## src/rtl/uart_arb_pkg.sv

```systemverilog
// Shared definitions for the UART transmit arbiter.
//
// Contents:
//   arb_state_t  - four-state sequencing of one byte transfer
//   EOP_DEFAULT  - default end-of-packet byte (line feed)
//   sat_inc      - saturating 8-bit increment used by the burst counter
package uart_arb_pkg;

    typedef enum logic [1:0] {
        IDLE    = 2'd0,
        FETCH   = 2'd1,
        LOAD    = 2'd2,
        PRESENT = 2'd3
    } arb_state_t;

    localparam logic [7:0] EOP_DEFAULT = 8'h0A;

    // Counts up to limit and then sticks there, so a long burst never wraps
    // back to a small count and accidentally extends the grant.
    function automatic logic [7:0] sat_inc(input logic [7:0] value,
                                           input logic [7:0] limit);
        return (value >= limit) ? value : value + 8'd1;
    endfunction

endpackage

```

## src/rtl/rr_picker.sv

```systemverilog
// Round-robin request picker.
//
// Searches the request vector starting one position after ptr and wrapping
// at NUM_SRC-1 back to 0; the first set request wins.
//
// Ports:
//   req    in  NUM_SRC  request vector, bit i set when source i wants service
//   ptr    in  IDX_W    index of the most recently granted source
//   index  out IDX_W    chosen source (0 when nothing is requested)
//   valid  out 1        high when at least one request is set
module rr_picker #(
    parameter int NUM_SRC = 4,
    parameter int IDX_W   = $clog2(NUM_SRC)
) (
    input  logic [NUM_SRC-1:0] req,
    input  logic [IDX_W-1:0]   ptr,
    output logic [IDX_W-1:0]   index,
    output logic               valid
);

    logic [IDX_W-1:0] cand;

    // The last granted source is visited last (k = NUM_SRC), which is what
    // keeps a busy source from being picked twice in one rotation.
    always_comb begin
        index = '0;
        valid = 1'b0;
        cand  = '0;
        for (int k = 1; k <= NUM_SRC; k++) begin
            cand = IDX_W'((int'(ptr) + k) % NUM_SRC);
            if (!valid && req[cand]) begin
                index = cand;
                valid = 1'b1;
            end
        end
    end

endmodule

```

## src/rtl/uart_tx_arbiter.sv

```systemverilog
// Arbiter that merges several byte FIFOs onto one UART transmitter.
//
// A source is granted round-robin and keeps the grant for a packet: bytes are
// fetched one at a time until the end-of-packet byte is sent, MAX_BURST bytes
// have gone out, or the source runs dry. No preemption while busy.
//
// Ports:
//   clk        in   1           rising-edge clock
//   rst        in   1           asynchronous active-low reset
//   src_dout   in   8*NUM_SRC   packed FIFO data, source i in [8i+7:8i]
//   src_empty  in   NUM_SRC     per-source FIFO empty flags
//   src_re     out  NUM_SRC     per-source read enable (one-hot or zero)
//   tx_din     out  8           byte offered to the transmitter
//   tx_empty   out  1           high when no byte is offered
//   tx_re      in   1           transmitter read strobe
//   grant_id   out  IDX_W       current or last granted source
//   busy       out  1           high while a grant is held
module uart_tx_arbiter
    import uart_arb_pkg::*;
#(
    parameter int         NUM_SRC   = 4,
    parameter int         MAX_BURST = 16,
    parameter logic [7:0] EOP_BYTE  = EOP_DEFAULT
) (
    input  logic                       clk,
    input  logic                       rst,
    input  logic [8*NUM_SRC-1:0]       src_dout,
    input  logic [NUM_SRC-1:0]         src_empty,
    output logic [NUM_SRC-1:0]         src_re,
    output logic [7:0]                 tx_din,
    output logic                       tx_empty,
    input  logic                       tx_re,
    output logic [$clog2(NUM_SRC)-1:0] grant_id,
    output logic                       busy
);

    localparam int         IDX_W       = $clog2(NUM_SRC);
    localparam logic [7:0] BURST_LIMIT = 8'(MAX_BURST);

    arb_state_t       state, state_next;
    logic [IDX_W-1:0] grant_q, grant_next;
    logic [IDX_W-1:0] rr_ptr, rr_ptr_next;
    logic [IDX_W-1:0] pick_idx;
    logic             pick_valid;
    logic [7:0]       hold_q, hold_next;
    logic [7:0]       count_q, count_next;
    logic [NUM_SRC-1:0] req;
    logic [7:0]       src_bytes [NUM_SRC];
    logic             release_now;

    assign req = ~src_empty;

    rr_picker #(
        .NUM_SRC (NUM_SRC),
        .IDX_W   (IDX_W)
    ) u_picker (
        .req   (req),
        .ptr   (rr_ptr),
        .index (pick_idx),
        .valid (pick_valid)
    );

    // Unpack the source data bus so the granted byte can be selected by index.
    always_comb begin
        for (int i = 0; i < NUM_SRC; i++) begin
            src_bytes[i] = src_dout[8*i +: 8];
        end
    end

    // State register.
    always_ff @(posedge clk or negedge rst) begin
        if (!rst) begin
            state <= IDLE;
        end else begin
            state <= state_next;
        end
    end

    // Datapath registers. The round-robin pointer resets to the last source
    // so that source 0 is searched first after reset, while grant_id reads 0.
    always_ff @(posedge clk or negedge rst) begin
        if (!rst) begin
            grant_q <= '0;
            rr_ptr  <= IDX_W'(NUM_SRC - 1);
            hold_q  <= 8'h00;
            count_q <= 8'h00;
        end else begin
            grant_q <= grant_next;
            rr_ptr  <= rr_ptr_next;
            hold_q  <= hold_next;
            count_q <= count_next;
        end
    end

    // The release test in PRESENT looks at src_empty after this byte's read
    // has already been applied, so "empty" really means nothing left to send.
    assign release_now = (hold_q == EOP_BYTE) || (count_q == BURST_LIMIT) ||
                         src_empty[grant_q];

    // Next-state and output decode.
    always_comb begin
        state_next  = state;
        grant_next  = grant_q;
        rr_ptr_next = rr_ptr;
        hold_next   = hold_q;
        count_next  = count_q;
        src_re      = '0;
        tx_empty    = 1'b1;
        busy        = (state != IDLE);

        case (state)
            IDLE: begin
                if (pick_valid) begin
                    grant_next  = pick_idx;
                    rr_ptr_next = pick_idx;
                    count_next  = 8'h00;
                    state_next  = FETCH;
                end
            end
            FETCH: begin
                src_re[grant_q] = 1'b1;
                state_next      = LOAD;
            end
            LOAD: begin
                hold_next  = src_bytes[grant_q];
                count_next = sat_inc(count_q, BURST_LIMIT);
                state_next = PRESENT;
            end
            PRESENT: begin
                tx_empty = 1'b0;
                if (tx_re) begin
                    state_next = release_now ? IDLE : FETCH;
                end
            end
            default: begin
                state_next = IDLE;
            end
        endcase
    end

    assign tx_din   = hold_q;
    assign grant_id = grant_q;

endmodule

```

## config.mk

```make
export PLATFORM = sky130hd
export DESIGN_NAME = uart_tx_arbiter
export DESIGN_NICKNAME = d
export VERILOG_FILES = /design/src/rtl/uart_arb_pkg.sv /design/src/rtl/rr_picker.sv /design/src/rtl/uart_tx_arbiter.sv
export SDC_FILE = /design/constraint.sdc
export NUM_CORES = 1
export LEC_CHECK = 0
export ABC_AREA = 1
export BUFFER_PORTS_ARGS = -buffer_cell sky130_fd_sc_hd__buf_2
export CAP_MARGIN = 20
export CORE_MARGIN = 2
export CORE_UTILIZATION = 50
export CTS_BUF_LIST = sky130_fd_sc_hd__clkbuf_4 sky130_fd_sc_hd__clkbuf_8 sky130_fd_sc_hd__clkbuf_16
export DETAILED_ROUTE_END_ITERATION = 10
export PLACE_DENSITY = 0.79
export SKIP_CTS_REPAIR_TIMING = 1
export SYNTH_ARGS = -nofsm -noshare
export SYNTH_HDL_FRONTEND = slang
export SYNTH_SLANG_ARGS = --single-unit
```

## constraint.sdc

```tcl
create_clock -name clk -period 2.3 [get_ports clk]
set_input_delay 0.115 -clock clk [delete_from_list [all_inputs] [get_ports clk]]
set_output_delay 0.115 -clock clk [all_outputs]
set_load 0.05 [all_outputs]
```

==> metrics, run 1 <==
Via Count 1718; Cell Pwr Density 1425 nW/µm²; fmax 0.5734 GHz; CP endpoint kind primary output; Reg power frac 25.5%; nets 344; relative slew slack 67.16%; I/O Pins 55; CTS tree yes; Syn Area/Cell 6.824 µm²; clk_skew 0.006057 ns; status complete, no violations; # rows 20; GRT met2 Usage 39.82%; Gate power share 67.0%; critical path peak fanout 9; antenna violations before repair 0; clock share of power 7.5%; DRC Markers 0; Seq cells post-synth 22; Hold WS 0.08231 ns; RSZ-0062 raised after global routing false; CTS Sinks 22; initial core utilization 53.21%; crit start category register; Required @ worst endpoint 2.18 ns; final period utilization 75.82%; Critical Path AT 1.63 ns; total internal power 0.001214 W; core box area 3078 µm²; M1 GR Usage 30.82%; Final Max Tran Viols 0; setup violators final 0; maxcap violations 0; worst-skew pair later-pin latency 0.31 ns; Worst-Margin Slew 0.4926 ns; commonest non-fill, non-tap cells in the layout nand2_1, buf_2, inv_1, nor2_1; routed length per instance 11.29 µm; P_leak 1.094 nW; first-pass GRT wire length 6699 µm; drt pass-1 iters 4; fin crit period 1.744 ns; Root Buffer clkbuf_4; Final Hold Fails 0; initial DRC count 74; gr usage total 23.49%; Syn-to-layout area delta 22.15%; die area 3750 µm²; total power 0.002852 W; number of diodes 0; Setup TNS Final 0 ns; layout cells sized above 1 26.94%; syn nets 286; gp weighted congestion 0.9661; Mapped Area 1638 µm²; Max VDD drop 739.5 µV; crit path kind reg -> out; final instance area 2001 µm²; placed cell areas 1954 µm²; Syn. warnings 0; Max H-tree Level 1; Post-DRT Antenna Nets 0; Synth cell types 30; switching share of power 57.42%; Die X 61.24 µm; post-route setup slack 0.5561 ns; Seq/Total Area, Yosys 33.77%; largest net degree at the start of global routing 23; chip height 61.24 µm; grt met3 use 3.571%; CTS max path bufs 2; cts bufs inserted 3; number of global-route vias before repair 1628; Clock Pin Slew Worst Setup and Hold Paths 0.12 ns; port bufs 54; vias per cell 5.038; dpl ws 0.5982 ns; Post-DP HPWL 3161 µm; Top Usage Layer GRT met2; post-synthesis instance total 240; path type of the worst min-delay path in -> reg; Detailed Route WL 3851 µm; global route overflow 0; switching power 0.001637 W; most common cell after layout, fill and taps aside nand2_1
-- synthesized netlist by cell type, drive strengths merged --
library cell  number  area [µm²]
o41ai              1       27.53
a21oi              3       15.01
buf                2       16.26
nand4              2       12.51
dfstp              2       52.55
clkbuf             2       7.510
xnor2              1       8.760
dfrtp             20       500.5
or2                1       6.260
ha                 7       87.58
o22ai              1       6.260
a41oi              5       43.79
a31oi              1       6.260
nand3b             1       7.510
nand2            103       404.1
nor2              27       118.9
inv               27       108.9
xor2               2       17.52
o21ai              1       5.000
nor3               3       15.01
nand3             21       117.6
a22oi              7       52.55
-- stage by stage --
step / utilization (%) / instances
3_3_place_gp: 63.50 / 336
4_1_cts: 64.67 / 340
3_5_place_dp: 63.50 / 336
6_report: 65.00 / 341
5_1_grt: 65.00 / 341
2_1_floorplan: - / 240
-- critical path, cell delays in order (launching register included) --
cell	delay (ns)
dfrtp_1	0.50
nor2_2	0.35
inv_1	0.11
nor2_1	0.09
buf_2	0.27
-- metal layers --
metal / share of wire (%) / routed length, µm
met1: 46 / 1784
met2: 46 / 1780
met3: 5.6 / 215
met4: 1.8 / 70
met5: 0 / 0
-- state kept, by name, indices dropped and copies added, names as in the netlist --
signal and cells:
count_q 8, grant_id 2, rr_ptr 2, state 2
tx_din 8
-- power by group through the flow --
stage               logic [W]  clock network (W)  registers, W
finish                0.00191           0.000213      0.000728
floorplan             0.00125                  0      0.000956
detailed placement    0.00190                  0      0.000735
global route          0.00213           0.000229      0.000748
CTS                   0.00191           0.000218      0.000728
global placement      0.00188                  0      0.000727
-- area by class of cell --
cell class              count  area (µm²)
fillers                   298        1077
multi-input cells         187       952.2
flip-flops and latches     22       553.0
repair buffers             57       295.3
inverters                  27       108.9
well taps                  44       55.05
clock buffers               4       36.28
-- logic make-up after synthesis --
group | count (synthesis) | share of synthesized area, %
AOI/OAI and AO/OA | 19 | 9.549
xor gates and xnor gates | 3 | 1.605
adders and majority gates | 7 | 5.347
buffers and inverters | 31 | 8.097
DFF | 22 | 33.77
and+or+nand+nor | 158 | 41.63
-- worst paths after layout --
path	startpoint	endpoint	cells after the start	slack [ns]
min in group asynchronous	rst	grant_id[0]$_DFFE_PN0P_	2	0.28
worst min register to register	count_q[7]$_DFFE_PN0P_	count_q[7]$_DFFE_PN0P_	2	0.51
worst max register to register	state[0]$_DFFE_PN0P_	count_q[6]$_DFFE_PN0P_	7	0.57
max in group asynchronous	rst	rr_ptr[0]$_DFFE_PN1P_	2	1.66
worst min-delay path	src_dout[26]	tx_din[2]$_DFFE_PN0P_	3	0.08
worst max-delay path	grant_id[0]$_DFFE_PN0P_	src_re[2]	4	0.56
Note: power is estimated with default switching activity, not from simulation.
==> run 2, diff against run 1 <==
--- a/config.mk
+++ b/config.mk
@@ -5,14 +5,14 @@
 export SDC_FILE = /design/constraint.sdc
 export NUM_CORES = 1
 export LEC_CHECK = 0
-export ABC_AREA = 1
+export ABC_AREA = 0
 export BUFFER_PORTS_ARGS = -buffer_cell sky130_fd_sc_hd__buf_2
 export CAP_MARGIN = 20
 export CORE_MARGIN = 2
-export CORE_UTILIZATION = 50
+export CORE_UTILIZATION = 44
 export CTS_BUF_LIST = sky130_fd_sc_hd__clkbuf_4 sky130_fd_sc_hd__clkbuf_8 sky130_fd_sc_hd__clkbuf_16
 export DETAILED_ROUTE_END_ITERATION = 10
-export PLACE_DENSITY = 0.79
+export PLACE_DENSITY = 0.76
 export SKIP_CTS_REPAIR_TIMING = 1
 export SYNTH_ARGS = -nofsm -noshare
 export SYNTH_HDL_FRONTEND = slang
==> constraint.sdc (replaced) <==
create_clock -name clk -period 1.44 [get_ports clk]
set_input_delay 0.072 -clock clk [delete_from_list [all_inputs] [get_ports clk]]
set_output_delay 0.072 -clock clk [all_outputs]
set_load 0.05 [all_outputs]
==> metrics, run 2 <==
status finished with violations; failing checks setup timing; top cells by count, synth dfrtp_1, mux2_2, nor2_1; Seq cells post-synth 22 (unchanged); Post-DP HPWL 2799 µm (-11%); most common cell after layout, fill and taps aside buf_2; CTS max path bufs 2 (unchanged); final instance area 2162 µm² (+8.1%); clk_skew 0.004446 ns (-0.001611 ns); hold path cells 3 (unchanged); final period utilization 108.2%; Final Max Tran Viols 0 (unchanged); Synth cell types 37 (+23%); largest cells by area after synthesis dfrtp_1, mux4_2, mux2_2; crit path kind reg -> reg; relative slew slack 66.97% (-0.19 points); Reg-to-Reg End count_q[4]$_DFFE_PN0P_; total power 0.005002 W (+75%); crit start category register; # rows 20 (unchanged); global route overflow 0 (unchanged); Primary FF master, synth dfrtp_1; syn nets 166 (-42%); largest net degree at the start of global routing 23 (unchanged); Detailed Route WL 3950 µm (+2.6%); RSZ-0062 raised after global routing true; vias per cell 5.346 (+6.1%); Clock Pin Slew Worst Setup and Hold Paths 0.12 ns (about the same); Die X 60.59 µm (-1.1%); Reg2Reg Depth 5 (-2); placed cell areas 1868 µm² (-4.4%); Root Buffer clkbuf_4; Mapped Area 1409 µm² (-14%); Cell Pwr Density 2314 nW/µm² (+62%); Critical Path AT 1.77 ns (+0.14 ns); P_leak 1.008 nW (-7.9%); maxcap violations 0 (unchanged); Post-DRT Antenna Nets 0 (unchanged); critical path peak fanout 4 (-5); core box area 3053 µm² (-0.81%); number of global-route vias before repair 1222 (-25%); Syn. warnings 0 (unchanged); die area 3671 µm² (-2.1%); Setup TNS Final -1.382 ns (-1.382 ns); Hold Path Origin src_empty[2]; Post-synth EDFFs 0 (unchanged); drt pass-1 iters 4 (unchanged); gp weighted congestion 0.8575 (-11%); first-pass GRT wire length 5609 µm (-16%); initial core utilization 46.15% (-7.1 points); count leader, synth dfrtp_1; port bufs 54 (unchanged); Max H-tree Level 1 (unchanged); setup violators final 19 (+19); commonest non-fill, non-tap cells in the layout buf_2, dfrtp_1, buf_4; Worst-Margin Slew 0.4955 ns (+0.002811 ns); path type of the worst min-delay path in -> reg; nets 243 (-29%); routed length per instance 16.46 µm (+46%); layout cells sized above 1 64.29% (+37 points); Synth top area share 35.52% (+5.0 points); fill count 225 (-24%); Required @ worst endpoint 1.65 ns (-0.53 ns); placed insts 227 (-32%); CP endpoint kind register; chip height 60.59 µm (-1.1%); Syn-to-layout area delta 53.46%; fin crit period 1.559 ns; post-route setup slack -0.1188 ns (-0.6748 ns); antenna violations before repair 0 (unchanged); leading area contributor after synthesis dfrtp_1; Worst Hold Path EP rr_ptr[1]$_DFFE_PN1P_; Synth async-reset ratio 100.0% (unchanged); fmax 0.6415 GHz; worst r2r src state[1]$_DFFE_PN0P_; number of diodes 0 (unchanged); fin util 70.82% (+5.8 points); CTS tree yes; Syn Area/Cell 11.74 µm² (+72%); DRC Markers 0 (unchanged); Seq/Total Area, Yosys 39.25% (+5.5 points); cts bufs inserted 3 (unchanged); I/O Pins 55 (unchanged); worst-skew pair later-pin latency 0.31 ns (about the same); gr usage total 20.82% (-2.7 points); Final Hold Fails 0 (unchanged); Max VDD drop 1516 µV (+100%); final non-filler cell total 240 (-30%); Via Count 1283 (-25%); initial DRC count 53 (-28%); CTS Sinks 22 (unchanged); post-synthesis instance total 120 (-50%); Reg2Reg Setup Slack -0.12 ns (-0.69 ns)
[run 2: changes by cell type after synthesis, sizes merged, moves of 4 or more]
cell   change
nand2     -97
nand3     -21
inv       -19
nor2      -19
mux2       +9
mux4       +9
a22oi      -7
o21ai      +6
a41oi      -5
a21oi      +4
[run 2: layout make-up]
class | count | area (µm²) | share of cell area [%]
Multi-Input combinational cell | 85 | 945.9 | 43.75
Clock buffer | 4 | 36.28 | 1.678
Timing Repair Buffer | 77 | 528.0 | 24.42
Sequential cell | 22 | 555.5 | 25.69
Inverter | 8 | 41.29 | 1.910
Tap cell | 44 | 55.05 | 2.546
[run 2: per-stage QoR]
step                hold WS (ns)  setup slack [ns]
floorplan                -0.2236           -0.2326
global placement         0.05675          -0.03300
detailed placement       0.06187          -0.07876
CTS                      -0.2865           -0.2787
global route              0.1412           -0.1743
finish                    0.1254           -0.1188
[run 2: layer usage]
metal	part of all wire, %	track usage (%)	vias to the layer above
met5	0	0	-
met4	1.2	5.901	0
met3	3.0	4.264	6
met2	54	36.25	35
met1	42	26.22	637
li1	-	-	605
[run 2: critical path, cell delays in order (launching register included)]
cell	delay, ns
dfrtp_1	0.44
buf_4	0.16
ha_4	0.17
or3_4	0.37
and3_4	0.15
a22o_1	0.17
[run 2: logic make-up (layout without fill, tap and decap cells)]
family,count (synthesis),count (layout),share of synthesized area (%)
AND/OR/NAND/NOR,33,33,14.21
flip-flops,22,22,39.25
AO/OA/AOI/OAI,25,25,11.19
multiplexers,20,20,24.07
adder cells (fa/ha/maj),7,7,6.216
buffers and inverters,13,89,5.062
[run 2: worst max path at each step]
stage | cells past startpoint | startpoint | slack [ns] | endpoint
after CTS | 5 | state[1]$_DFFE_PN0P_ | -0.28 | src_re[0]
final | 5 | state[1]$_DFFE_PN0P_ | -0.12 | count_q[4]$_DFFE_PN0P_
after global placement | 2 | grant_id[0]$_DFFE_PN0P_ | -0.03 | tx_din[0]$_DFFE_PN0P_
after floorplan | 4 | grant_id[0]$_DFFE_PN0P_ | -0.23 | tx_din[4]$_DFFE_PN0P_
after global routing | 5 | state[1]$_DFFE_PN0P_ | -0.17 | src_re[0]
after detailed placement | 2 | grant_id[0]$_DFFE_PN0P_ | -0.08 | tx_din[1]$_DFFE_PN0P_
[run 2: where the power goes]
group	total, W	switching [W]	internal (W)
combinational	0.00346	0.00183	0.00163
sequential	0.00120	0.000303	0.000893
clock	0.000344	0.000189	0.000155
==> run 3, diff against run 2 <==
==> constraint.sdc (replaced) <==
create_clock -name clk -period 1.44 [get_ports clk]
set_input_delay 0.144 -clock clk [delete_from_list [all_inputs] [get_ports clk]]
set_output_delay 0.144 -clock clk [all_outputs]
set_load 0.05 [all_outputs]
==> metrics, run 3 (synthesis results as in run 2) <==
final period utilization 113.4% (+5.2 points); number of global-route vias before repair 1162 (-4.9%); Gate power share 67.6% (-1.6 points); switching power 0.002238 W (-3.6%); cts bufs inserted 3 (unchanged); Max VDD drop 1410 µV (-6.9%); critical path peak fanout 5 (+1); placed cell areas 1853 µm² (-0.80%); drt pass-1 iters 4 (unchanged); global route overflow 0 (unchanged); hold path cells 3 (unchanged); Worst-Margin Slew 0.4836 ns (-0.01186 ns); I/O Pins 55 (unchanged); Final Hold Fails 0 (unchanged); routed length per instance 15.60 µm (-5.2%); nets 238 (-2.1%); post-route setup slack -0.1934 ns (-0.07463 ns); setup violators final 23 (+4); fill count 225 (unchanged); Clock Pin Slew Worst Setup and Hold Paths 0.12 ns (about the same); chip height 60.59 µm (unchanged); switching share of power 46.77% (+0.37 points); vias per cell 5.434 (+1.7%); Die X 60.59 µm (unchanged); status finished with violations; Final Max Tran Viols 0 (unchanged); multi-input logic area 902.1 µm² (-4.6%); total internal power 0.002547 W (-5.0%); Post-DRT Antenna Nets 0 (unchanged); CTS Sinks 22 (unchanged); first-pass GRT wire length 5299 µm (-5.5%); port bufs 54 (unchanged); relative slew slack 67.76% (+0.79 points); gr usage total 19.59% (-1.2 points); final instance area 2082 µm² (-3.7%); number of diodes 0 (unchanged); CTS max path bufs 2 (unchanged); clk_skew 0.003949 ns (-0.0004973 ns); die area 3671 µm² (unchanged); gp weighted congestion 0.8238 (-3.9%); placed insts 225 (-0.88%); Cell Pwr Density 2298 nW/µm² (-0.66%); Max H-tree Level 1 (unchanged); Required @ worst endpoint 1.30 ns (-0.35 ns); Hold WS 0.2001 ns (+0.07470 ns); Setup TNS Final -2.484 ns (-1.103 ns); Critical Path AT 1.49 ns (-0.28 ns); worst-skew pair later-pin latency 0.31 ns (about the same); path type of the worst min-delay path in -> reg; Post-DP HPWL 2644 µm (-5.5%); Detailed Route WL 3666 µm (-7.2%); initial DRC count 48 (-9.4%); fmax 0.6122 GHz (-4.6%); antenna violations before repair 0 (unchanged); maxcap violations 0 (unchanged); CP endpoint kind primary output; largest net degree at the start of global routing 23 (unchanged); commonest non-fill, non-tap cells in the layout buf_2, dfrtp_1, buf_4; most common cell after layout, fill and taps aside buf_2; Reg2Reg Depth 7 (+2); # rows 20 (unchanged); core box area 3053 µm² (unchanged); layout cells sized above 1 63.87% (-0.41 points); register area 558.0 µm² (+0.45%); final non-filler cell total 235 (-2.1%); failing checks setup timing; initial core utilization 46.15% (unchanged); crit path kind reg -> out; Syn-to-layout area delta 47.78%; fin crit period 1.633 ns (+0.07463 ns); Via Count 1277 (-0.47%); CTS tree yes; RSZ-0062 raised after global routing true; clock share of power 7.1% (+0.2 points); fin util 68.20% (-2.6 points); DRC Markers 0 (unchanged); Reg power frac 25.3% (+1.4 points); crit start category register; P_leak 0.9595 nW (-4.8%); Root Buffer clkbuf_4
-- run 3: changes by cell type in the layout (fill, tap and decap cells not counted), sizes merged --
cell  previous run  this run
buf             76        71
-- run 3: final cells by class --
cell class                 count  share of cell area, %
multi-input combinational     85                  43.33
sequential                    22                  26.80
timing repair buffer          72                  23.50
tap                           44                  2.644
inverter                       8                  1.983
clock buffer                   4                  1.743
-- run 3: final timing paths --
path | startpoint | endpoint | slack (ns)
worst max-delay path | state[1]$_DFFE_PN0P_ | busy | -0.19
worst min-delay path | src_empty[0] | rr_ptr[0]$_DFFE_PN1P_ | 0.20
worst max register to register | state[1]$_DFFE_PN0P_ | count_q[4]$_DFFE_PN0P_ | -0.19
worst min register to register | tx_din[4]$_DFFE_PN0P_ | tx_din[4]$_DFFE_PN0P_ | 0.55
max in group asynchronous | rst | grant_id[1]$_DFFE_PN0P_ | 0.75
min in group asynchronous | rst | tx_din[3]$_DFFE_PN0P_ | 0.31
-- run 3: power by group through the flow --
stage / clock network [W] / logic (W) / registers, W
final: 0.000339 / 0.00324 / 0.00121
after global routing: 0.000379 / 0.00343 / 0.00125
after CTS: 0.000344 / 0.00265 / 0.00122
after detailed placement: 0 / 0.00264 / 0.00123
after global placement: 0 / 0.00257 / 0.00121
after floorplan: 0 / 0.00158 / 0.00160
-- run 3: routing by layer --
layer / up-vias / track usage [%] / routed length, µm
met3: 8 / 4.051 / 138
met2: 37 / 35.48 / 2003
met5: - / 0 / 0
met1: 637 / 23.46 / 1457
li1: 595 / - / -
met4: 0 / 5.590 / 66
-- run 3: worst max-delay path: stages, from the launching register on --
cell and delay [ns]:
dfrtp_1 0.45, inv_2 0.07, buf_4 0.14, ha_4 0.18, inv_8 0.06, buf_12 0.10, buf_4 0.19
-- run 3: metrics by stage --
step	setup WS [ns]	total power, W
after floorplan	-0.2326	0.003183
after global placement	-0.03630	0.003782
after detailed placement	-0.06823	0.003877
after CTS	-0.3246	0.004215
after global routing	-0.2717	0.005057
final	-0.1934	0.004785
